===== src/rtl/edge_sched_pkg.sv =====
// Shared types, defaults and the round-robin search used by edge_event_scheduler.
package edge_sched_pkg;

    typedef enum logic {ST_IDLE, ST_OFFER} state_t;

    localparam int DEF_N           = 4;
    localparam int DEF_SYNC_STAGES = 2;
    localparam int MAX_N           = 16;
    localparam int IDX_W_MAX       = 4;

    // First set request found scanning upward from last+1, wrapping at n.
    function automatic logic [IDX_W_MAX-1:0] rr_pick(input logic [MAX_N-1:0]     req,
                                                     input logic [IDX_W_MAX-1:0] last,
                                                     input int                   n);
        logic [IDX_W_MAX-1:0] idx;
        logic [IDX_W_MAX-1:0] win;
        logic                 found;
        idx   = last;
        win   = '0;
        found = 1'b0;
        for (int k = 0; k < MAX_N; k++) begin
            if (k < n) begin
                idx = (idx == IDX_W_MAX'(n - 1)) ? '0 : idx + 1'b1;
                if (req[idx] && !found) begin
                    win   = idx;
                    found = 1'b1;
                end
            end
        end
        return win;
    endfunction

endpackage


===== src/rtl/edge_detect_chan.sv =====
// One channel: synchronizer chain, delay flop and edge strobes.
// Falling-edge output exists only when EDGE_BOTH_EN is defined.
module edge_detect_chan #(
    parameter int SYNC_STAGES = 2
) (
    input  logic clk,
    input  logic rst,
    input  logic din,
`ifdef EDGE_BOTH_EN
    output logic fall,
`endif
    output logic rise
);

    logic [SYNC_STAGES-1:0] sync_q, sync_d;
    logic                   dly_q, dly_d;

    always_comb begin
        sync_d = {sync_q[SYNC_STAGES-2:0], din};
        dly_d  = sync_q[SYNC_STAGES-1];
    end

    always_ff @(posedge clk) begin
        if (rst) begin
            sync_q <= '0;
            dly_q  <= 1'b0;
        end else begin
            sync_q <= sync_d;
            dly_q  <= dly_d;
        end
    end

    assign rise = sync_q[SYNC_STAGES-1] & ~dly_q;
`ifdef EDGE_BOTH_EN
    assign fall = ~sync_q[SYNC_STAGES-1] & dly_q;
`endif

endmodule


===== src/rtl/edge_event_scheduler.sv =====
// Latches edge events from N async lines and offers them round-robin on a valid/ready port.
// Define EDGE_BOTH_EN to also capture falling edges and report polarity on evt_rise.
module edge_event_scheduler
    import edge_sched_pkg::*;
#(
    parameter int N           = DEF_N,
    parameter int SYNC_STAGES = DEF_SYNC_STAGES
) (
    input  logic                 clk,
    input  logic                 rst,
    input  logic [N-1:0]         data_in,
    output logic                 evt_valid,
    input  logic                 evt_ready,
    output logic [$clog2(N)-1:0] evt_id,
`ifdef EDGE_BOTH_EN
    output logic                 evt_rise,
`endif
    output logic [N-1:0]         pending,
    output logic [N-1:0]         overflow,
    input  logic [N-1:0]         ovf_clr
);

    localparam int ID_W = $clog2(N);

    logic [N-1:0]         rise_w;
    logic [N-1:0]         pend_rise_q, pend_rise_d;
    logic [N-1:0]         acc_rise;
    logic [N-1:0]         req;
    logic [N-1:0]         ovf_set;
    logic [N-1:0]         ovf_q, ovf_d;
    logic                 accept;
    logic [IDX_W_MAX-1:0] win;
    state_t               state_q, state_d;
    logic                 evt_valid_q, evt_valid_d;
    logic [ID_W-1:0]      evt_id_q, evt_id_d;
    logic [ID_W-1:0]      last_q, last_d;
`ifdef EDGE_BOTH_EN
    logic [N-1:0]         fall_w;
    logic [N-1:0]         pend_fall_q, pend_fall_d;
    logic [N-1:0]         acc_fall;
    logic                 evt_rise_q, evt_rise_d;
`endif

    for (genvar g = 0; g < N; g++) begin : g_chan
        edge_detect_chan #(.SYNC_STAGES(SYNC_STAGES)) u_chan (
            .clk  (clk),
            .rst  (rst),
            .din  (data_in[g]),
`ifdef EDGE_BOTH_EN
            .fall (fall_w[g]),
`endif
            .rise (rise_w[g])
        );
    end

    always_comb begin
`ifdef EDGE_BOTH_EN
        req = pend_rise_q | pend_fall_q;
`else
        req = pend_rise_q;
`endif
        accept   = evt_valid_q & evt_ready;
        win      = rr_pick(MAX_N'(req), IDX_W_MAX'(last_q), N);
        acc_rise = '0;
`ifdef EDGE_BOTH_EN
        acc_fall = '0;
`endif
        for (int i = 0; i < N; i++) begin
            if (accept && (evt_id_q == ID_W'(i))) begin
`ifdef EDGE_BOTH_EN
                if (evt_rise_q) acc_rise[i] = 1'b1;
                else            acc_fall[i] = 1'b1;
`else
                acc_rise[i] = 1'b1;
`endif
            end
        end

        // A fresh edge in the accept cycle re-arms the flag instead of counting as overflow.
        pend_rise_d = rise_w | (pend_rise_q & ~acc_rise);
        ovf_set     = rise_w & pend_rise_q & ~acc_rise;
`ifdef EDGE_BOTH_EN
        pend_fall_d = fall_w | (pend_fall_q & ~acc_fall);
        ovf_set     = ovf_set | (fall_w & pend_fall_q & ~acc_fall);
`endif
        ovf_d = (ovf_q & ~ovf_clr) | ovf_set;

        state_d     = state_q;
        evt_valid_d = evt_valid_q;
        evt_id_d    = evt_id_q;
        last_d      = last_q;
`ifdef EDGE_BOTH_EN
        evt_rise_d  = evt_rise_q;
`endif
        case (state_q)
            ST_IDLE: begin
                if (|req) begin
                    evt_id_d    = ID_W'(win);
                    evt_valid_d = 1'b1;
`ifdef EDGE_BOTH_EN
                    evt_rise_d  = pend_rise_q[evt_id_d];
`endif
                    state_d     = ST_OFFER;
                end
            end
            ST_OFFER: begin
                if (evt_ready) begin
                    evt_valid_d = 1'b0;
                    last_d      = evt_id_q;
                    state_d     = ST_IDLE;
                end
            end
            default: state_d = ST_IDLE;
        endcase
    end

    always_ff @(posedge clk) begin
        if (rst) begin
            state_q     <= ST_IDLE;
            evt_valid_q <= 1'b0;
            evt_id_q    <= '0;
            last_q      <= ID_W'(N - 1);
            pend_rise_q <= '0;
            ovf_q       <= '0;
`ifdef EDGE_BOTH_EN
            pend_fall_q <= '0;
            evt_rise_q  <= 1'b0;
`endif
        end else begin
            state_q     <= state_d;
            evt_valid_q <= evt_valid_d;
            evt_id_q    <= evt_id_d;
            last_q      <= last_d;
            pend_rise_q <= pend_rise_d;
            ovf_q       <= ovf_d;
`ifdef EDGE_BOTH_EN
            pend_fall_q <= pend_fall_d;
            evt_rise_q  <= evt_rise_d;
`endif
        end
    end

    assign evt_valid = evt_valid_q;
    assign evt_id    = evt_id_q;
    assign pending   = req;
    assign overflow  = ovf_q;
`ifdef EDGE_BOTH_EN
    assign evt_rise  = evt_rise_q;
`endif

endmodule


===== config.mk =====
export PLATFORM = sky130hd
export DESIGN_NAME = edge_event_scheduler
export DESIGN_NICKNAME = d
export VERILOG_FILES = /design/src/rtl/edge_sched_pkg.sv /design/src/rtl/edge_detect_chan.sv /design/src/rtl/edge_event_scheduler.sv
export SDC_FILE = /design/constraint.sdc
export NUM_CORES = 1
export LEC_CHECK = 0
export ABC_AREA = 1
export CAP_MARGIN = 0
export CORE_MARGIN = 5
export CORE_UTILIZATION = 45
export CTS_BUF_LIST = sky130_fd_sc_hd__clkbuf_16
export DETAILED_ROUTE_END_ITERATION = 8
export PLACE_DENSITY_LB_ADDON = 0.25
export SLEW_MARGIN = 10
export SYNTH_ARGS = -nofsm -noshare
export SYNTH_HDL_FRONTEND = slang
export SYNTH_SLANG_ARGS = --single-unit

===== constraint.sdc =====
create_clock -name clk -period 1.9 [get_ports clk]
set_clock_uncertainty 0.2 [all_clocks]
set_input_delay 0.19 -clock clk [delete_from_list [all_inputs] [get_ports clk]]
set_output_delay 0.19 -clock clk [all_outputs]
set_load 0.02 [all_outputs]

== Yosys cells after proc, flatten, opt, wreduce, memory -nomap -nowiden ==
Index checks and enable logic that the tools add are counted.
W data, S select, Z words.

* Register bits: 26
* Output and inout port bits: 11

* $add $sub $neg: 4
* Multiplexer cells: 29
* Bitwise gates (word level): 18
* Eq/ne operators: 9
* Reduce and logical (&&, ||, !) cells: 15
* $lt $le $gt $ge: 4

{| class="wikitable"
|+ Operator list
! cell !! count
|-
| $and A4 B4 Y4 || 4
|-
| $bmux W1 S4 || 4
|-
| $lt A4 B5 Y1 const B || 3
|-
| $mux W1 || 15
|-
| $mux W4 || 3
|-
| $add A4 B1 Y4 const B || 2
|-
| $eq A4 B2 Y1 const B || 2
|-
| $mux W2 || 4
|-
| $not A4 Y4 || 2
|-
| $or A4 B4 Y4 || 2
|-
| $logic_and A1 B1 Y1 || 7
|-
| $eq A2 B2 Y1 const B || 3
|-
| $reduce_and A2 Y1 || 3
|-
| $and A1 B1 Y1 || 5
|-
| $lt A3 B5 Y1 const B || 1
|-
| $not A1 Y1 || 5
|-
| $add A3 B1 Y4 const B || 1
|-
| $ne A2 B2 Y1 const B || 2
|-
| $pmux W1 S2 || 2
|-
| $reduce_or A4 Y1 || 1
|-
| $add A2 B1 Y3 const B || 1
|-
| $eq A3 B2 Y1 const B || 1
|-
| $logic_not A1 Y1 || 3
|-
| $mux W3 || 1
|-
| 2 further kinds || 2
|}

== Logic depth before layout (Yosys ltp) ==
* Word-level depth: 14
* Gate-level depth with buffers: 12
* Mapped depth without buffers: 12

== Cells and area by module ==
Synthesis repeated with hierarchy kept, for this count alone.

* Cells, all modules: 165
* Area total of the unflattened synthesis: 1131.1 sq um

{| class="wikitable"
|+ Modules (own cells, without submodules)
! module !! cells each !! instances !! area an instance (sq um)
|-
| edge_event_scheduler || 125 || 1 || 785.8
|-
| edge_detect_chan || 10 || 4 || 86.3
|}

== Worst setup path before layout ==
OpenSTA, ideal clock, no wires.

* Kind: flip-flop to flip-flop
* From: register last_q[0]
* To: register evt_id_q[1], in the netlist evt_id[1]
* Buffers on the path: 0
* Required time: 1.583 ns
* Data arrival time: 1.362 ns
* Clock period less this slack: 1.679 ns
* Stages on the path, launching flop included: 12
* Path slack: 0.221 ns
* Path through: dfxtp_1 > ha_1 > inv_1 > nand2_1 > nand2_1 > nand2_1 > nand2_2 > nor2_2 > nand3_1 > nand2_1 > nor2_1 > nor2_1

* Longest elaborated chain between the ends: 14
* Elaborated cells on any way between the ends: 33
* Those cells by class: add/sub: 4; eq/ne: 4; mux: 19; reduce/logical: 6

{| class="wikitable"
|+ RTL lines
! what !! RTL line !! source
|-
| from (decl) || edge_event_scheduler.sv:36 || <nowiki>logic [ID_W-1:0] last_q, last_d;</nowiki>
|-
| from (signal assigned) || edge_event_scheduler.sv:122 || <nowiki>last_q <= ID_W'(N - 1);</nowiki>
|-
| from (signal assigned) || edge_event_scheduler.sv:133 || <nowiki>last_q <= last_d;</nowiki>
|-
| $add A2 B1 Y3 / $eq A2 B2 Y1 (equally long branches) || edge_sched_pkg.sv:23 || <nowiki>idx = (idx == IDX_W_MAX'(n - 1)) ? '0 : idx + 1'b1;</nowiki>
|-
| $mux W3 (*) || edge_sched_pkg.sv:23 ||
|-
| parallel branches: the longest is 11 deep, another holds $add A3 B1 Y4 || -- ||
|-
| $mux W2 (*) || edge_sched_pkg.sv:24 || <nowiki>if (req[idx] && !found) begin</nowiki>
|-
| to (signal assigned) || edge_event_scheduler.sv:132 || <nowiki>evt_id_q <= evt_id_d;</nowiki>
|-
| to (decl) || edge_event_scheduler.sv:35 || <nowiki>logic [ID_W-1:0] evt_id_q, evt_id_d;</nowiki>
|}

Every way passes the cells marked *. The select of a mux whose other input is x is not followed.
A chain may end at the register's enable or synchronous reset.

== Worst setup path after layout ==
Ends and elaborated chain as after synthesis.

==> run summary <==
Status = complete, no violations
M2 GR Usage = 0.2124
PnR Total Power = 0.001318 W
Die height = 62.31 µm
Routed WL = 2442 µm
Yosys warning count = 0
Power per cell area = 845.7 nW/µm²
First-pass GRT wire length = 4450 µm
DR DRC count = 0
Worst path max stage delay = 370 ps
Most common cell after layout, fill and taps aside = nand2_1
Most frequent cells in the layout = nand2_1, inv_1, dfxtp_1
Total Nets Final = 220
Cells after DPL = 234
Via count = 1131
First-pass iteration count of the detailed router = 4
Setup WS post-layout = 144.7 ps
Num Clock Sinks = 26
Hold endpoint = g_chan[2].u_chan.sync_q[1]
WS Path Type = flip-flop to flip-flop
Cell count after synthesis = 183
Last weighted congestion value of the routability-driven placer = 0.9391
GRT met1 Usage = 0.1728
Ports = 22
Min-delay worst type = flip-flop to flip-flop
Register area share after synthesis = 0.4228
Critical-path maximum fanout = 9
Hold slack = 201.0 ps
Met3 GRT Util = 0.01802
Minimum clock period = 1755 ps
TritonCTS clock tree = done
Final Hold Fails = 0
Setup TNS = 0 ps
GRT Residual Overflow = 0
Non-filler cells, final = 238
Crit path DAT = 1750 ps
Row Count = 19
Antenna diodes = 0
Die X = 62.31 µm
Worst slew pin tran = 230.5 ps
Max-cap violation count = 0
Routed WL per cell = 10.26 µm
Vias in the first global route = 1098
Syn nets = 195
Largest net degree at the start of global routing = 21
CTS root buf = clkbuf_16
Peak supply drop = 0.0007012 V
Post-synthesis cell area = 1231 µm²
Antenna Nets Post-Route = 0
Core Area = 2686 µm²
Rel. slew slack = 0.8461
Worst Path Required = 1890 ps
Share of cells above drive strength 1 = 0.09179
Num CTS Buffers = 3
Crit path max-delay cell type = dfxtp_2
Mapped Avg Cell Area = 6.728 µm²
FF-to-FF path depth = 11
Synth-to-layout area growth = 26.63%
FF-to-FF End = evt_id[1]
Reg area = 521.8 µm²
Worst hold start = g_chan[2].u_chan.sync_q[0]
P_leak = 0.7276 nW
Final setup fails = 0
H-tree depth = 1
Die area = 3882 µm²
CP top delay family = simple AND/OR/NAND/NOR gates
Critical Path End Type = flip-flop
First DRT Iteration DRCs = 61
Register-to-register setup slack = 140 ps
Final period util = 0.9238
Levels on crit path = 11
Fmax = 569.7 MHz
Max Buffers Root-to-Sink = 2
Filler cell count = 259
#FFs+latches synth = 26
Buf/Inv on CP = 1
Slew Viols, Final = 0
Initial antenna violation count = 0
Hold Crit Depth = 2
Starting density of the core = 0.4583
Clock Pin Slew Worst Setup and Hold Paths = 60 ps
IO buf count = 21
Synth unique cells = 17
Clk_lat worst skew = 250 ps
CP Cell Sequence = ha_2, inv_1, nand2_2, nand2_1, nand3_1, nand2_1, nor2_2, nand3_1, nand2_1, nor2_1, nor2_1
CP most frequent cell = nand2_1
Vias per cell = 4.752
Place WS = 86.15 ps
DP HPWL = 1898 µm
GR Util All Layers = 0.1325
R2R Path Start = last_q[0]
Worst setup SP type = flip-flop
Top Usage Layer GRT = met2
Multi-input gate area = 563.0 µm²
-- power breakdown --
part / internal (W) / switching, W / leakage, nW
clock: 0.000281 / 0.000167 / 0.0385
combinational: 0.000110 / 0.000154 / 0.476
sequential: 0.000578 / 0.0000278 / 0.213
-- layout make-up --
cell class	count	share of cell area
multi-input combinational	119	0.3612
tap	31	0.02488
clock inverter	1	0.002408
timing repair buffer	23	0.1445
inverter	35	0.08427
clock buffer	3	0.04815
sequential	26	0.3347
-- what timing repair did --
action,in CTS,in global routing
buffers inserted,0,0
setup endpoints to repair,0,2
gates resized for setup,0,3
hold buffers,0,0
-- state kept, by name (all words and copies together) (netlist names) --
signal and count:
g_chan.u_chan.sync_q 8, g_chan.u_chan.dly_q 4, overflow 4, pending 4, evt_id 2, last_q 2
evt_valid 1, state_q 1
-- stage by stage --
stage | cell area (µm²) | util
2_1_floorplan | 1231 | -
3_3_place_gp | 1476 | 0.5496
3_5_place_dp | 1476 | 0.5496
4_1_cts | 1555 | 0.5789
5_1_grt | 1559 | 0.5803
6_report | 1559 | 0.5803
-- cell usage after synthesis (all sizes together) --
cell    number  area, µm²
clkbuf       2      7.510
nand4        6      37.54
nand2       62      257.7
o21bai       2      15.01
a21oi       10      50.05
nor2        20      82.58
dfxtp       26      520.5
inv         35      131.4
nand3       13      75.07
ha           1      12.51
buf          1      11.26
o211ai       2      15.01
o21ai        3      15.01
-- metal layers --
layer  vias up  routed length, µm
met5         -                  0
met1       505               1160
li1        609                  -
met2        13               1192
met3         4                 45
met4         0                 42
-- worst max-delay path by stage --
stage	startpoint	endpoint
4_1_cts	last_q[0]	evt_id[1]
2_1_floorplan	last_q[0]	evt_id[1]
3_3_place_gp	last_q[0]	evt_id[1]
5_1_grt	last_q[0]	evt_id[1]
6_report	last_q[0]	evt_id[1]
3_5_place_dp	last_q[0]	evt_id[1]
-- kinds of logic after synthesis --
kind of cell / Yosys count / synth area share
AO/OA/AOI/OAI: 17 / 0.07723
adder cells (fa/ha/maj): 1 / 0.01016
buffers and inverters: 38 / 0.1220
flip-flops: 26 / 0.4228
AND/OR/NAND/NOR: 101 / 0.3679
-- tightest hold or removal path, cell delays in order, from the launching register on --
cell and delay (ps):
dfxtp_1 300, inv_1 40, nor2_1 30
(Power assumes the default switching activity.)
